File: config.mk
export PLATFORM = sky130hd
export DESIGN_NAME = arp_recv_flat
export DESIGN_NICKNAME = d
export VERILOG_FILES = /design/src/rtl/arp_pkg.sv /design/src/rtl/arp_recv_if.sv /design/src/rtl/arp_recv_check.sv /design/src/rtl/arp_recv.sv /design/src/flat_wrapper.sv
export SDC_FILE = /design/constraint.sdc
export NUM_CORES = 1
export LEC_CHECK = 0
export ABC_AREA = 1
export CAP_MARGIN = 20
export CORE_MARGIN = 2
export CORE_UTILIZATION = 48
export CTS_CLUSTER_SIZE = 20
export DETAILED_ROUTE_END_ITERATION = 12
export GPL_TIMING_DRIVEN = 0
export MAX_ROUTING_LAYER = met4
export PLACE_DENSITY_LB_ADDON = 0.25
export SLEW_MARGIN = 0
export SYNTH_ARGS = -nofsm -noshare
export SYNTH_HDL_FRONTEND = slang
export SYNTH_SLANG_ARGS = --single-unit
File: constraint.sdc
create_clock -name clk -period 1.4 [get_ports clk]
set_input_delay 0.14 -clock clk [delete_from_list [all_inputs] [get_ports clk]]
set_output_delay 0.14 -clock clk [all_outputs]
set_load 0.02 [all_outputs]
File: src/rtl/arp_pkg.sv
// rtl/arp_pkg.sv - shared ARP receive constants, field layout and FSM state type
package arp_pkg;

    localparam int ARP_WORDS = 7;
    localparam int WORD_W    = 32;
    localparam int HTYPE_W   = 16;
    localparam int PTYPE_W   = 16;
    localparam int HLEN_W    = 8;
    localparam int PLEN_W    = 8;
    localparam int OPER_W    = 16;
    localparam int HADDR_W   = 48;
    localparam int PADDR_W   = 32;

    localparam logic [HTYPE_W-1:0] HTYPE_ETH  = 16'h0001;
    localparam logic [PTYPE_W-1:0] PTYPE_IPV4 = 16'h0800;
    localparam logic [HLEN_W-1:0]  HLEN       = 8'd6;
    localparam logic [PLEN_W-1:0]  PLEN       = 8'd4;
    localparam logic [OPER_W-1:0]  OP_REQ     = 16'd1;
    localparam logic [OPER_W-1:0]  OP_REPLY   = 16'd2;

    // Member order matches the big-endian word order W0..W6 on the wire.
    typedef struct packed {
        logic [HTYPE_W-1:0] hdr_type;
        logic [PTYPE_W-1:0] proto_type;
        logic [HLEN_W-1:0]  hdr_addr_length;
        logic [PLEN_W-1:0]  pro_addr_length;
        logic [OPER_W-1:0]  operation;
        logic [HADDR_W-1:0] send_hdr_addr;
        logic [PADDR_W-1:0] send_ip_addr;
        logic [HADDR_W-1:0] target_hdr_addr;
        logic [PADDR_W-1:0] target_ip_addr;
    } arp_fields_t;

    typedef enum logic [1:0] {
        IDLE,
        COLLECT,
        DONE
    } arp_state_t;

endpackage

File: src/rtl/arp_recv_if.sv
// rtl/arp_recv_if.sv - word stream in, parsed ARP fields out
interface arp_recv_if;
    import arp_pkg::*;

    logic [WORD_W-1:0]  input_receive;
    logic               input_valid;
    logic               input_sop;
    logic               input_hold;
    logic [HTYPE_W-1:0] hdr_type;
    logic [PTYPE_W-1:0] proto_type;
    logic [HLEN_W-1:0]  hdr_addr_length;
    logic [PLEN_W-1:0]  pro_addr_length;
    logic [OPER_W-1:0]  operation;
    logic [HADDR_W-1:0] send_hdr_addr;
    logic [PADDR_W-1:0] send_ip_addr;
    logic [HADDR_W-1:0] target_hdr_addr;
    logic [PADDR_W-1:0] target_ip_addr;
    logic               output_valid;
    logic               output_ready;
    logic               frame_error;

    modport slave (
        input  input_receive, input_valid, input_sop, output_ready,
        output input_hold, hdr_type, proto_type, hdr_addr_length, pro_addr_length,
               operation, send_hdr_addr, send_ip_addr, target_hdr_addr,
               target_ip_addr, output_valid, frame_error
    );

    modport master (
        output input_receive, input_valid, input_sop, output_ready,
        input  input_hold, hdr_type, proto_type, hdr_addr_length, pro_addr_length,
               operation, send_hdr_addr, send_ip_addr, target_hdr_addr,
               target_ip_addr, output_valid, frame_error
    );

endinterface

File: src/rtl/arp_recv_check.sv
// rtl/arp_recv_check.sv - combinational Ethernet/IPv4 ARP header validity check
module arp_recv_check
    import arp_pkg::*;
(
    input  logic [HTYPE_W-1:0] hdr_type,
    input  logic [PTYPE_W-1:0] proto_type,
    input  logic [HLEN_W-1:0]  hdr_addr_length,
    input  logic [PLEN_W-1:0]  pro_addr_length,
    input  logic [OPER_W-1:0]  operation,
    output logic               ok
);

    assign ok = (hdr_type == HTYPE_ETH) &&
                (proto_type == PTYPE_IPV4) &&
                (hdr_addr_length == HLEN) &&
                (pro_addr_length == PLEN) &&
                ((operation == OP_REQ) || (operation == OP_REPLY));

endmodule

File: src/rtl/arp_recv.sv
// rtl/arp_recv.sv - ARP packet receiver/parser; ARP_RECV_CHECK_EN adds header validation
module arp_recv
    import arp_pkg::*;
#(
    parameter int TIMEOUT_CYC = 64
) (
    input  logic       clk,
    input  logic       rst_n,
    arp_recv_if.slave  bus
);

    localparam int CNT_W = $clog2(TIMEOUT_CYC + 1);

    arp_state_t        state;
    logic [2:0]        idx;
    logic [CNT_W-1:0]  tmo_cnt;
    logic [WORD_W-1:0] stage [0:5];
    arp_fields_t       fields;
    logic              accept;
    logic              check_ok;

    assign accept = bus.input_valid && !bus.input_hold;

`ifdef ARP_RECV_CHECK_EN
    // W0/W1 are already staged when W6 arrives, so the check sees them in time.
    arp_recv_check u_check (
        .hdr_type        (stage[0][31:16]),
        .proto_type      (stage[0][15:0]),
        .hdr_addr_length (stage[1][31:24]),
        .pro_addr_length (stage[1][23:16]),
        .operation       (stage[1][15:0]),
        .ok              (check_ok)
    );
`else
    assign check_ok = 1'b1;
`endif

    always_ff @(posedge clk or negedge rst_n) begin
        if (!rst_n) begin
            state            <= IDLE;
            idx              <= 3'd0;
            tmo_cnt          <= '0;
            fields           <= '0;
            bus.output_valid <= 1'b0;
            bus.input_hold   <= 1'b0;
            bus.frame_error  <= 1'b0;
            for (int i = 0; i < 6; i++) stage[i] <= '0;
        end else begin
            bus.frame_error <= 1'b0;
            case (state)
                IDLE: begin
                    if (accept && bus.input_sop) begin
                        stage[0] <= bus.input_receive;
                        idx      <= 3'd1;
                        tmo_cnt  <= '0;
                        state    <= COLLECT;
                    end
                end
                COLLECT: begin
                    if (accept) begin
                        tmo_cnt <= '0;
                        if (bus.input_sop) begin
                            bus.frame_error <= 1'b1;
                            stage[0]        <= bus.input_receive;
                            idx             <= 3'd1;
                        end else if (idx == 3'd6) begin
                            idx <= 3'd0;
                            if (check_ok) begin
                                fields <= arp_fields_t'({stage[0], stage[1], stage[2], stage[3],
                                                         stage[4], stage[5], bus.input_receive});
                                bus.output_valid <= 1'b1;
                                bus.input_hold   <= 1'b1;
                                state            <= DONE;
                            end else begin
                                bus.frame_error <= 1'b1;
                                state           <= IDLE;
                            end
                        end else begin
                            stage[idx] <= bus.input_receive;
                            idx        <= idx + 3'd1;
                        end
                    end else if (tmo_cnt == CNT_W'(TIMEOUT_CYC - 1)) begin
                        bus.frame_error <= 1'b1;
                        tmo_cnt         <= '0;
                        idx             <= 3'd0;
                        state           <= IDLE;
                    end else begin
                        tmo_cnt <= tmo_cnt + 1'b1;
                    end
                end
                DONE: begin
                    if (bus.output_ready) begin
                        bus.output_valid <= 1'b0;
                        bus.input_hold   <= 1'b0;
                        state            <= IDLE;
                    end
                end
                default: state <= IDLE;
            endcase
        end
    end

    assign bus.hdr_type        = fields.hdr_type;
    assign bus.proto_type      = fields.proto_type;
    assign bus.hdr_addr_length = fields.hdr_addr_length;
    assign bus.pro_addr_length = fields.pro_addr_length;
    assign bus.operation       = fields.operation;
    assign bus.send_hdr_addr   = fields.send_hdr_addr;
    assign bus.send_ip_addr    = fields.send_ip_addr;
    assign bus.target_hdr_addr = fields.target_hdr_addr;
    assign bus.target_ip_addr  = fields.target_ip_addr;

endmodule

File: src/flat_wrapper.sv
// flat-port wrapper written by rule: the top's interface ports become plain ports
module arp_recv_flat import arp_pkg::*;
#(
    parameter int TIMEOUT_CYC = 64
)
  (clk, rst_n, bus_input_receive, bus_input_valid, bus_input_sop, bus_output_ready, bus_input_hold, bus_hdr_type, bus_proto_type, bus_hdr_addr_length, bus_pro_addr_length, bus_operation, bus_send_hdr_addr, bus_send_ip_addr, bus_target_hdr_addr, bus_target_ip_addr, bus_output_valid, bus_frame_error);
  arp_recv_if bus_i ();
  input  logic clk;
  input  logic rst_n;
  input wire logic [$bits(bus_i.input_receive)-1:0] bus_input_receive;
  input wire logic [$bits(bus_i.input_valid)-1:0] bus_input_valid;
  input wire logic [$bits(bus_i.input_sop)-1:0] bus_input_sop;
  input wire logic [$bits(bus_i.output_ready)-1:0] bus_output_ready;
  output wire logic [$bits(bus_i.input_hold)-1:0] bus_input_hold;
  output wire logic [$bits(bus_i.hdr_type)-1:0] bus_hdr_type;
  output wire logic [$bits(bus_i.proto_type)-1:0] bus_proto_type;
  output wire logic [$bits(bus_i.hdr_addr_length)-1:0] bus_hdr_addr_length;
  output wire logic [$bits(bus_i.pro_addr_length)-1:0] bus_pro_addr_length;
  output wire logic [$bits(bus_i.operation)-1:0] bus_operation;
  output wire logic [$bits(bus_i.send_hdr_addr)-1:0] bus_send_hdr_addr;
  output wire logic [$bits(bus_i.send_ip_addr)-1:0] bus_send_ip_addr;
  output wire logic [$bits(bus_i.target_hdr_addr)-1:0] bus_target_hdr_addr;
  output wire logic [$bits(bus_i.target_ip_addr)-1:0] bus_target_ip_addr;
  output wire logic [$bits(bus_i.output_valid)-1:0] bus_output_valid;
  output wire logic [$bits(bus_i.frame_error)-1:0] bus_frame_error;
  assign bus_i.input_receive = bus_input_receive;
  assign bus_i.input_valid = bus_input_valid;
  assign bus_i.input_sop = bus_input_sop;
  assign bus_i.output_ready = bus_output_ready;
  assign bus_input_hold = bus_i.input_hold;
  assign bus_hdr_type = bus_i.hdr_type;
  assign bus_proto_type = bus_i.proto_type;
  assign bus_hdr_addr_length = bus_i.hdr_addr_length;
  assign bus_pro_addr_length = bus_i.pro_addr_length;
  assign bus_operation = bus_i.operation;
  assign bus_send_hdr_addr = bus_i.send_hdr_addr;
  assign bus_send_ip_addr = bus_i.send_ip_addr;
  assign bus_target_hdr_addr = bus_i.target_hdr_addr;
  assign bus_target_ip_addr = bus_i.target_ip_addr;
  assign bus_output_valid = bus_i.output_valid;
  assign bus_frame_error = bus_i.frame_error;
  arp_recv #(.TIMEOUT_CYC(TIMEOUT_CYC)) u_core (.clk(clk), .rst_n(rst_n), .bus(bus_i));
endmodule
After elaboration in Yosys (flattened, before gate mapping)
Index checks and enable logic that the tools add are counted.
{ "word_totals": {"register_bits": 430, "latch_bits": 0, "mem_bits_rw": 0, "rom_bits": 0, "out_inout_bits": 227, "n_memories": 0} }
{ "op_classes": {"addsub": 2, "mul": 0, "div_mod_pow": 0, "order_cmp": 2, "eq_ne": 13, "n_shift": 0, "mux": 35, "bitwise_logic": 3, "reduce_logical": 14} }
{ "op_table": {"columns": ["operator", "count"], "rows": [
  ["192-bit 2-to-1 mux", 2],
  ["192-bit bitwise mux", 1],
  ["160-bit 2-to-1 mux", 1],
  ["32-bit demux with 3-bit select", 1],
  ["32-bit 2-to-1 mux", 3],
  ["32-bit case mux with 2 select lines", 1],
  ["7-bit 2-to-1 mux", 3],
  ["3-bit 2-to-1 mux", 5],
  ["7-bit case mux with 2 select lines", 1],
  ["2-bit 2-to-1 mux", 6],
  ["4-bit AND reduction", 3],
  ["5-bit AND reduction", 2],
  ["3-bit inequality test, second input constant", 3],
  ["1-bit 2-to-1 mux", 8],
  ["7-bit by 1-bit adder with 7-bit output, second input constant", 1],
  ["7-bit by 6-bit equality test with 1-bit output, second input constant", 1],
  ["2-bit by 1-bit inequality test with 1-bit output, second input constant", 3],
  ["2-bit case mux with 3 select lines", 1],
  ["3-bit case mux with 2 select lines", 1],
  ["4-bit >= comparator, second input constant", 1],
  ["4-bit by 1-bit < comparator with 1-bit output, second input constant", 1],
  ["2-bit inequality test, second input constant", 2],
  ["3-bit inverter with 4-bit output", 1],
  ["2-bit nonzero test", 2],
  ["other kinds (12)", 15]
]} }

Logic depth before layout (Yosys ltp)
Gate-level depths: netlist of run 1.
{ "depth": {"ltp_word": 10, "depth_mapped": 10, "ltp_nobuf": 8} }

Worst setup path before layout of run 1
Ideal clock, no wire load.
{ "synth_timing": {"path_kind": "reg-to-reg", "startpoint": "reg u_core.bus.input_hold", "endpoint": "reg u_core.stage[68] in the netlist's numbering", "arrival_ns": 1.387, "path_slack_ns": -0.110, "stages_incl_launch_ff": 11, "n_path_buf": 2, "period_less_slack_ns": 1.510, "cell_sequence": "dfrtp_1 -> inv_1 -> nand2_1 -> nor2_4 -> nand2_4 -> clkinv_4 -> nand2_1 -> buf_6 -> buf_2 -> nand2_1 -> o21ai_1"} }
{ "synth_via": {"elab_chain_cells": 3} }
{ "synth_rtl": {"columns": ["element", "line_no", "rtl"], "rows": [
  ["start: declaration", "arp_recv_if.sv:24", "output input_hold, hdr_type, proto_type, hdr_addr_length, pro_addr_length,"],
  ["start signal: assignment", "arp_recv.sv:45", "bus.input_hold <= 1'b0;"],
  ["start signal: assignment", "arp_recv.sv:72", "bus.input_hold <= 1'b1;"],
  ["start signal: assignment", "arp_recv.sv:94", "bus.input_hold <= 1'b0;"],
  ["1-bit zero test", "arp_recv.sv:22", "assign accept = bus.input_valid && !bus.input_hold;"],
  ["1-bit logical AND", "arp_recv.sv:22", null],
  ["4-bit AND reduction (no line)", null, null],
  ["end signal: indexed assignment", "arp_recv.sv:79", "stage[idx] <= bus.input_receive;"],
  ["end: declaration", "arp_recv.sv:17", "logic [WORD_W-1:0] stage [0:5];"]
]} }
No other way between the ends.
A chain may end at the register's enable or synchronous reset.

Worst setup path in the final report of run 1
{ "layout_timing": {"startpoint": "reg u_core.state[1]", "endpoint": "reg u_core.stage[1] in the netlist's numbering"} }
{ "layout_via": {"elab_chain_cells": 2} }
{ "layout_rtl": {"columns": ["element", "line_no", "rtl"], "rows": [
  ["start: declaration", "arp_recv.sv:14", "arp_state_t state;"],
  ["start signal: assignment", "arp_recv.sv:40", "state <= IDLE;"],
  ["start signal: assignment", "arp_recv.sv:56", "state <= COLLECT;"],
  ["start signal: assignment", "arp_recv.sv:73", "state <= DONE;"],
  ["2-bit by 1-bit equality test with 1-bit output", "arp_recv.sv:50", "case (state)"],
  ["4-bit AND reduction (no line)", null, null]
]} }
No other way between the ends.

==> results.md, run 1 <==
- Placed insts: around 2500
- Vias in the first global route: ~13000
- Combinational Power Share: approximately 11%
- Hold Path Class: input port to async pin
- Initial core utilization: between 40% and 50%
- Fin. Hold Viols: 85
- Main combinational cell family by area after synthesis: simple AND/OR/NAND/NOR gates
- Worst setup margin: -0.356 ns
- Level count of the clock H-tree: 2
- Max_slew headroom: 50.8%
- CP max FO: 6
- CP max stage delay: 0.41 ns
- Synth warn: 0
- Post-DRT Antenna Nets: 0
- First-pass detailed-route iteration total: 5
- Floorplan row count: about 70
- Tot GR Track Use: between 20% and 30%
- Worst Setup EP: u_core.stage[1]
- Crit-path cells: inv_2 > nand2_4 > nor2_4 > nand2_4 > nor2_8 > buf_12 > nand2_8 > buf_8 > buf_6 > nand2_2 > o21ai_1
- Critical Path Source Type: flop
- Mapped cell area: 0.0167 mm²
- Routed len/inst: 21.5 µm
- CP startpoint: u_core.state[1]
- F_max: ~0.57 GHz
- Full die area: around 0.036 mm²
- Seq pwr share: between 40 and 50%
- Clock latency on the worst-skew pair: ~0.56 ns
- Core region area: between 0.03 and 0.04 mm²
- Crit-path most repeated cell: nand2_4
- CP required: ~1.8 ns
- Final WL: 57000 µm
- CP Class: flop to flop
- Synth Area in Adders: less than 1%
- Internal power: 0.0218 W
- CP Depth: 11
- Cells after Synth: 1771
- Leakage power: ~14 nW
- Die width: approximately 190 µm
- Buf+Inv Stages, Crit Path: 4
- Port-buffer cells: 263
- Crit Reg-Reg Startpoint: u_core.state[1]
- Largest net degree at the start of global routing: 126
- Commonest non-fill, non-tap cell in the layout: dfrtp_1
- Via Count: between 10000 and 15000
- Area leader, netlist: dfrtp_1
- Post-DP HPWL: approximately 34000 µm
- Flops & latches, synth: 430
- Synth Area in Compound Gates: between 6 and 7%
- Post-synth cell types: 25
- Grt ovf: 0
- DR vias/cell: 5.50
- Layout cells sized above 1: between 30% and 40%
- Die H: 190 µm
- Pwr Density: between 1000 and 1500 mW/mm²
- Iteration-0 DRC Markers: 1314
- R2R Setup Slk: -0.36 ns
- Synth area leaders: dfrtp_1, nand2_1, nand3_1
- Peak supply drop: ~0.0008 V
- Initial antenna violation count: 0
- CTS clock-pin slew for the worst setup and hold paths: ~0.060 ns
- Mean Syn Cell Area: roughly 9.4 µm²
- Delay-heaviest family, CP: simple AND/OR/NAND/NOR gates
- Setup tns final: -111.58 ns
- Synth Area in Simple Gates: 23.9%
- Worst setup EP type: flop
- Post-route minimum period: 1.76 ns
- Ports: approximately 260
- CP arrival: ~2.2 ns
- P_sw: approximately 0.0076 W
- Post-Place Worst Slack: -0.688 ns
- Final #Nets: about 2200
- Synth Flop Type: dfrtp_1
- CTS tree: done
- RSZ-0062 raised after global routing: true
- First-pass GRT wire length: roughly 76000 µm
- Failing checks: hold timing, setup timing
- Number of flops mapped to enable cells by yosys: 0
- Clock power frac: between 40 and 50%
- Reg2Reg Depth: 11
- Worst-Margin Slew: around 0.74 ns
- Max Cap Violations: 0
- Max-slew violation count: 0
- Worst Hold Slack: -0.458 ns
- Commonest cells after routing, fill and taps aside: dfrtp_1, nand2_1, nand2_2
- Total nets after synthesis: 1809
- Area Growth Syn to Fin: 52.9%
- Worst path slowest cell: dfrtp_1
- GPL Wtd Cong: 0.872
- Post-synthesis mux area share: 0%
- Clk buf depth: 3
- Fin util: about three quarters
- Num Clock Sinks: 430
- Post-synthesis sequential area ratio: 64.5%
- Root Buffer: clkbuf_16
- Non-filler cells, final: ~2700
- Area share of the largest cell type after synthesis: between 60 and 70%
- Final setup violating endpoints: between 500 and 600
- Fill cells: between 2000 and 2500
- DRC Markers: 0
- N_diodes: 0
- Reg-to-Reg End: u_core.stage[1]
- Status: finished with violations
- Synth Area in XOR/XNOR: 0%
- Ys async rst share: between 90% and 100%
- Inserted Clock Buffers: 44
- Fin crit share: 125%
- Sw frac: about a quarter
- Clk_skew: approximately 0.017 ns
through the flow:
step / cell area [µm²] / power [W]
after detailed placement: 20100 / 0.0167
after floorplan: 16800 / 0.0157
after CTS: 21700 / 0.0286
after global placement: 20000 / 0.0166
after global routing: 25500 / 0.0305
final: 25500 / 0.0294
worst min path at each step:
stage | to | slack, ns | cells after the start | startpoint
final | u_core.bus.send_hdr_addr[38] | -0.46 | 1 | rst_n
after global routing | u_core.bus.send_hdr_addr[38] | -0.39 | 1 | rst_n
after CTS | u_core.bus.send_hdr_addr[38] | -0.39 | 1 | rst_n
after global placement | u_core.bus.target_hdr_addr[31] | 0.45 | 2 | u_core.bus.target_hdr_addr[31]
after floorplan | u_core.bus.frame_error | -0.16 | 0 | rst_n
after detailed placement | u_core.bus.send_hdr_addr[37] | 0.18 | 1 | rst_n
layer usage:
metal  vias up  wire length, µm  track usage, %  share of wire [%]
met4         0             2210            8.38                3.9
met3       158             3800            4.32                6.7
met2       646            28400            44.2                 50
met5         -                0               -                  0
met1      7293            22600            38.3                 40
li1       6513                -               -                  -
cells in the mapped netlist, drive strengths merged, types with 2 or more instances:
cell    count
a21oi       3
clkbuf     11
nand3     203
nand3b      2
nor2       52
nor3        2
o21ai     199
dfrtp     430
o211ai      2
buf       100
nand2     713
inv        49
flip-flops by register name, summed over array words and instances (netlist names):
signal,cells
u_core.bus.proto_type,16
u_core.bus.hdr_type,16
u_core.bus.operation,16
u_core.bus.send_hdr_addr,48
u_core.bus.hdr_addr_length,8
u_core.bus.target_ip_addr,32
u_core.bus.frame_error,1
u_core.bus.pro_addr_length,8
u_core.state,2
u_core.idx,3
u_core.stage,192
u_core.bus.send_ip_addr,32
u_core.bus.input_hold,1
u_core.tmo_cnt,7
u_core.bus.target_hdr_addr,48
power groups by stage:
stage,clock (W),sequential (W),combinational (W)
after floorplan,0,0.0141,0.00153
after global placement,0,0.0143,0.00227
after detailed placement,0,0.0143,0.00243
after CTS,0.0119,0.0141,0.00253
after global routing,0.0125,0.0144,0.00362
final,0.0119,0.0143,0.00327
final cells by class:
cell class	count	area (µm²)	area share (%)
well taps	455	569	2.23
inverters	50	208	0.815
multi-input cells	1184	6860	26.9
clock inverters	14	184	0.722
clock buffers	62	1260	4.94
flip-flops and latches	430	10800	42.2
plain buffers	110	1360	5.33
repair buffers	349	4290	16.8
kinds of logic (layout without fill, tap and decap cells):
logic type               after synthesis  after routing
flip-flops                           430            430
adder cells (fa/ha/maj)                1              1
AO/OA/AOI/OAI                        206            206
buffers and inverters                161            585
AND/OR/NAND/NOR                      973            977
worst register-to-register path: stages (launching register included):
cell	delay, ns
dfrtp_1	0.41
inv_2	0.10
nand2_4	0.08
nor2_4	0.14
nand2_4	0.13
nor2_8	0.13
buf_12	0.15
nand2_8	0.09
buf_8	0.17
buf_6	0.11
nand2_2	0.04
o21ai_1	0.07
repair_timing:
item | in CTS | in global routing
gates cloned | 0 | 51
gates resized for setup | 302 | 813
pin swaps | 3 | 21
endpoints found under the setup margin | 652 | 635
endpoints found under the hold margin | 85 | 85
setup buffers | 5 | 31
(Power assumes the default switching activity.)
==> run 2: changes to the inputs <==
CTS_CLUSTER_SIZE = default   (was 20)
==> run 2 against run 1 <==
The flow still finishes with violations (hold timing, setup timing). Wire length is 12% lower. Power decreased by 1.0%. Global-route usage fell by 0.092 points. Non-clock buffer count down 55. First-iteration DRC count up 3.3%. Clock-buffer cell count fell by 1. Hold slack better by 0.037 ns. Maximum frequency increased by 1.2%. Utilization down 8.5 points. Highest routed layer unchanged.
==> results.md, run 2 (synthesized netlist as in run 1, its figures left out) <==
- Commonest cells after routing, fill and taps aside: nand2_1, dfrtp_1, nand3_1
- Largest net degree at the start of global routing: roughly 130
- Critical Path Source Type: flop
- Post-DP HPWL: 33700 µm
- Final WL: 50400 µm
- CTS tree: done
- N_diodes: 0
- Post-DP Area: 0.0201 mm²
- Level count of the clock H-tree: 2
- Internal power: between 0.02 and 0.025 W
- Port-buffer cells: 263
- Worst setup margin: -0.335 ns
- Max Cap Violations: 0
- CP max FO: 10
- Reg with most FFs: u_core.stage
- Clk_skew: 0.0172 ns
- Commonest non-fill, non-tap cell in the layout: nand2_1
- DRC Markers: 0
- CTS clock-pin slew for the worst setup and hold paths: around 0.060 ns
- Inserted Clock Buffers: between 40 and 50
- DR vias/cell: around 5.3
- F_max: between 0.5 and 0.6 GHz
- Worst Hold Slack: -0.421 ns
- Vias in the first global route: 13400
- Worst-Margin Slew: 0.710 ns
- GPL Wtd Cong: between 0.8 and 0.9
- Floorplan row count: 68
- Core region area: 0.0344 mm²
- CP max stage delay: between 0.4 and 0.5 ns
- Crit-path cells: inv_2 > nand2_2 > nor2_4 > nand2_4 > nor2_8 > buf_12 > nand2_8 > buf_12 > buf_12 > o21ai_1
- Max_slew headroom: a little over half
- First-pass GRT wire length: about 76000 µm
- P_sw: roughly 0.0074 W
- Clk buf depth: 3
- Failing checks: hold timing, setup timing
- Root Buffer: clkbuf_16
- Via Count: between 10000 and 15000
- Post-DRT Antenna Nets: 0
- Worst path slowest cell: dfrtp_2
- Ports: approximately 260
- Non-filler cells, final: 2596
- CP arrival: approximately 2.2 ns
- Post-Place Worst Slack: -0.688 ns
- Status: finished with violations
- Crit-path most repeated cell: buf_12
- Iteration-0 DRC Markers: 1357
- Placed insts: about 2500
- Clock latency on the worst-skew pair: around 0.54 ns
- Full die area: about 0.036 mm²
- Tot GR Track Use: around 28%
- Initial antenna violation count: 0
- Num Clock Sinks: between 400 and 500
- Setup tns final: -98.89 ns
- Grt ovf: 0
- Sw frac: around 25%
- Max-slew violation count: 0
- Final Cell Area: between 0.02 and 0.025 mm²
- CP required: around 1.9 ns
- Peak supply drop: 0.000768 V
- Pwr Density: around 1300 mW/mm²
- Combinational Power Share: roughly a tenth
- RSZ-0062 raised after global routing: true
- Fin. Hold Viols: 85
- Fin crit share: 124%
- Area Growth Syn to Fin: 35.4%
- Final #Nets: between 2000 and 2500
- Initial core utilization: 48.5%
- Die H: around 190 µm
- Layout cells sized above 1: ~15%
- Seq pwr share: 48.9%
- Largest register FFs: 192
- Clock power frac: 40.8%
- CP Class: flop to flop
- Routed len/inst: approximately 19 µm
- Hold Path Class: input port to async pin
- First-pass detailed-route iteration total: 5
- Leakage power: about 12 nW
- Final setup violating endpoints: roughly 520
- Worst setup EP type: flop
- Post-route minimum period: 1.73 ns
- Die width: about 190 µm
run 2: changes by cell type in the layout (fill, tap and decap cells not counted), moves of 15 or more:
cell and change:
buf_12 -15, buf_8 -25, clkbuf_16 -35, clkdlybuf4s15_1 -21
clkdlybuf4s50_1 +50, dlygate4sd2_1 +28, dlymetal6s2s_1 -57, nand2_1 +264
nand2_2 -176, nand2_4 -86, nand3_1 +16, nand3_2 -16
o21ai_0 +17, o21ai_2 -24
run 2: area by class of cell:
cell class	count	area, µm²
fill	2755	11800
timing repair buffer	293	2990
multi-input combinational	1182	5510
inverter	50	203
tap	455	569
clock buffer	61	1280
sequential	430	10800
buffer	111	1070
clock inverter	14	183
run 2: stage by stage:
| step | power, W | util, % | hold WS (ns) |
|---|---|---|---|
| after floorplan | 0.0157 | - | -0.156 |
| after global placement | 0.0166 | 58.2 | 0.454 |
| after detailed placement | 0.0167 | 58.4 | 0.184 |
| after CTS | 0.0287 | 63.2 | -0.386 |
| after global routing | 0.0302 | 65.7 | -0.363 |
| final | 0.0291 | 65.7 | -0.421 |
run 2: power groups by stage:
stage / clock network (W) / logic (W) / registers, W
detailed placement: 0 / 0.00243 / 0.0143
floorplan: 0 / 0.00153 / 0.0141
finish: 0.0119 / 0.00299 / 0.0142
global route: 0.0125 / 0.00335 / 0.0143
global placement: 0 / 0.00227 / 0.0143
CTS: 0.0120 / 0.00258 / 0.0141
run 2: repair_timing:
| item | in CTS | in global routing |
|---|---|---|
| pin swaps | 3 | 5 |
| hold endpoints to repair | 85 | 85 |
| buffers inserted | 6 | 13 |
| gates cloned | 0 | 10 |
| endpoints found under the setup margin | 652 | 620 |
| resized for setup | 304 | 225 |
run 2: path summary, 6_finish.rpt:
path / start / endpoint / slack [ns] / cells past startpoint
min in group clk: bus_output_ready / u_core.state[1] / 0.23 / 4
setup / recovery: u_core.bus.input_hold / u_core.stage[25] / -0.33 / 10
setup reg to reg: u_core.bus.input_hold / u_core.stage[25] / -0.33 / 10
max in group asynchronous: rst_n / u_core.state[0] / 0.32 / 3
hold / removal: rst_n / u_core.bus.send_hdr_addr[38] / -0.42 / 1
hold reg to reg: u_core.bus.target_hdr_addr[27] / u_core.bus.target_hdr_addr[27] / 0.46 / 2
run 2: layer usage:
layer,share of wire (%),track usage [%]
met3,6.2,3.61
met2,48,44.2
met5,0,-
met4,2.7,7.93
met1,43,38.7
run 2: critical path: cells and delay by family, from the launching register on:
kind                   cells  cell delay (ns)
AO/OA/AOI/OAI              1             0.13
buffers and inverters      4             0.53
flip-flops                 1             0.43
AND/OR/NAND/NOR            5             0.56
==> run 3: changes to the inputs <==
CORE_ASPECT_RATIO = 1.75   (was default)
RECOVER_POWER = 100   (was default)
==> run 3 against run 2 <==
Die area grew 0.16%. Largest power group unchanged. First-iteration DRC count shrank 21%. Power shrank 4.3%. The flow still finishes with violations (hold timing, setup timing). Clock power shrank 8%. Sequential power is essentially flat. Global-route usage grew 1.3 points. Hold slack lost 0.073 ns. Critical path depth is the same. Flip-flop and latch count is the same. Via count grew 2.8%. Register-to-register slack gained 0.05 ns. Highest routed layer unchanged.
==> results.md, run 3 (synthesized netlist as in run 1, its figures left out) <==
- Largest register FFs: between 150 and 200
- Reg2Reg Depth: 10
- DRC Markers: 0
- Initial core utilization: between 40% and 50%
- Ports: ~260
- Commonest non-fill, non-tap cell in the layout: nand2_1
- Worst-Margin Slew: 0.975 ns
- RSZ-0062 raised after global routing: true
- Tot GR Track Use: 29.3%
- Die H: around 250 µm
- Die width: 145 µm
- Clk_skew: 0.0135 ns
- Fin. Hold Viols: roughly 200
- Fill cells: around 2700
- CTS tree: done
- Port-buffer cells: 263
- Clock latency on the worst-skew pair: approximately 0.55 ns
- Fin crit share: 120%
- CP arrival: about 2.1 ns
- R2R Setup Slk: -0.28 ns
- Layout cells sized above 1: roughly 18%
- Largest net degree at the start of global routing: about 130
- Area Growth Syn to Fin: 38.3%
- Post-route minimum period: around 1.7 ns
- Root Buffer: clkbuf_16
- CP max FO: 8
- Reg-to-Reg End: u_core.bus.operation[1]
- N_diodes: 0
- Failing checks: hold timing, setup timing
- Via Count: about 14000
- Routed len/inst: roughly 21 µm
- Worst path slowest cell: dfrtp_2
- Num Clock Sinks: 430
- Floorplan row count: 90
- Delay-heaviest family, CP: buffers and inverters
- Hold Path Class: input port to async pin
- Final #Nets: around 2200
- CP Class: flop to flop
- Peak supply drop: roughly 0.0011 V
- Reg with most FFs: u_core.stage
- Vias in the first global route: ~14000
- Level count of the clock H-tree: 2
- Pwr Density: 1210 mW/mm²
- CP max stage delay: approximately 0.43 ns
- Most used routing layer: met2
- Iteration-0 DRC Markers: 1071
- GRT met2 Usage: between 40% and 50%
- First-pass GRT wire length: about 78000 µm
- Post-DP HPWL: 35800 µm
- Grt met1 use: 35.1%
- Full die area: between 0.03 and 0.04 mm²
- First-pass detailed-route iteration total: 6
- Max-slew violation count: 0
- Crit Reg-Reg Startpoint: u_core.bus.input_hold
- Final WL: about 55000 µm
- Critical Path Source Type: flop
- Clk buf depth: 3
- GPL Wtd Cong: between 0.8 and 0.9
- CP required: about 1.8 ns
- CTS hold repair buffers: 1
- Worst setup margin: -0.283 ns
- Post-DRT Antenna Nets: 0
- Placed insts: roughly 2500
- Worst Hold Slack: -0.494 ns
- Crit-path cells: inv_2 > nand2_2 > nor2_4 > nand2_4 > clkinv_8 > nand2_8 > clkbuf_16 > clkbuf_16 > nand2_1 > nand2_1
- Status: finished with violations
- CTS clock-pin slew for the worst setup and hold paths: ~0.07 ns
- Grt ovf: 0
- Non-filler cells, final: about 2600
- Core region area: 0.0343 mm²
- Commonest cells after routing, fill and taps aside: nand2_1, dfrtp_1, nand3_1
- Leakage power: between 10 and 15 nW
- DR vias/cell: 5.44
- Initial antenna violation count: 0
- Buf+Inv Stages, Crit Path: 4
- Worst setup EP type: flop
- Fin util: 67.1%
- Max_slew headroom: between 30% and 40%
- Met3 usage: between 3 and 4%
- Inserted Clock Buffers: 38
- Max Cap Violations: 0
- Final setup violating endpoints: roughly 550
- Setup tns final: -93.25 ns
- F_max: approximately 0.59 GHz
==> run 3: cell count changes in the layout (fill, tap and decap cells not counted), sizes merged, moves of 2 or more <==
cell / change
bufinv: -2
clkbuf: +3
buf: +11
dlygate4sd2: +67
clkinv: +5
dlymetal6s2s: -21
clkdlybuf4s50: -44
clkdlybuf4s15: -2
==> run 3: per-layer routing <==
| layer | vias to the layer above | part of all wire [%] |
|---|---|---|
| met4 | 0 | 5.7 |
| li1 | 6402 | - |
| met3 | 169 | 5.7 |
| met1 | 7083 | 36 |
| met2 | 589 | 52 |
| met5 | - | 0 |
==> run 3: how the worst max path moves through the flow <==
stage / startpoint / endpoint / slack, ns / depth (start not counted)
after floorplan: u_core.bus.input_hold / u_core.stage[145] / -0.05 / 9
after global placement: rst_n / u_core.bus.input_hold / -19.30 / 1
after detailed placement: bus_input_sop / u_core.stage[109] / -0.64 / 7
after CTS: u_core.bus.input_hold / u_core.stage[13] / -0.27 / 9
after global routing: u_core.state[1] / u_core.bus.operation[0] / -0.36 / 10
final: u_core.bus.input_hold / u_core.bus.operation[1] / -0.28 / 10
==> run 3: cell type report <==
type / count / area [µm²] / share of cell area, %
plain buffers: 111 / 1180 / 5.11
clock buffers: 53 / 1150 / 4.99
clock inverters: 15 / 131 / 0.570
inverters: 50 / 208 / 0.901
multi-input cells: 1183 / 5690 / 24.7
flip-flops and latches: 430 / 10800 / 46.7
well taps: 460 / 576 / 2.50
repair buffers: 317 / 3360 / 14.6
==> run 3: metrics by stage <==
stage / hold slack [ns] / total power, W / cell area, µm² / setup WS (ns)
floorplan: -0.156 / 0.0157 / 16800 / -0.0543
global placement: 0.456 / 0.0166 / 20000 / -19.30
detailed placement: 0.0917 / 0.0167 / 20100 / -0.644
CTS: -0.488 / 0.0276 / 21600 / -0.270
global route: -0.469 / 0.0289 / 23100 / -0.361
finish: -0.494 / 0.0279 / 23100 / -0.283
==> run 3: timing repair <==
| item | CTS | global route |
|---|---|---|
| pin swaps | 2 | 4 |
| gates resized for setup | 341 | 296 |
| buffers inserted | 8 | 18 |
| gates cloned | 3 | 24 |
| endpoints found under the setup margin | 651 | 639 |
| hold endpoints to repair | 148 | 55 |
==> run 3: power breakdown <==
group	leakage, nW	internal, W	switching (W)
Sequential	5.93	0.0135	0.000687
Clock	0.643	0.00614	0.00473
Combinational	5.97	0.00104	0.00181
Total	12.5	0.0206	0.00722
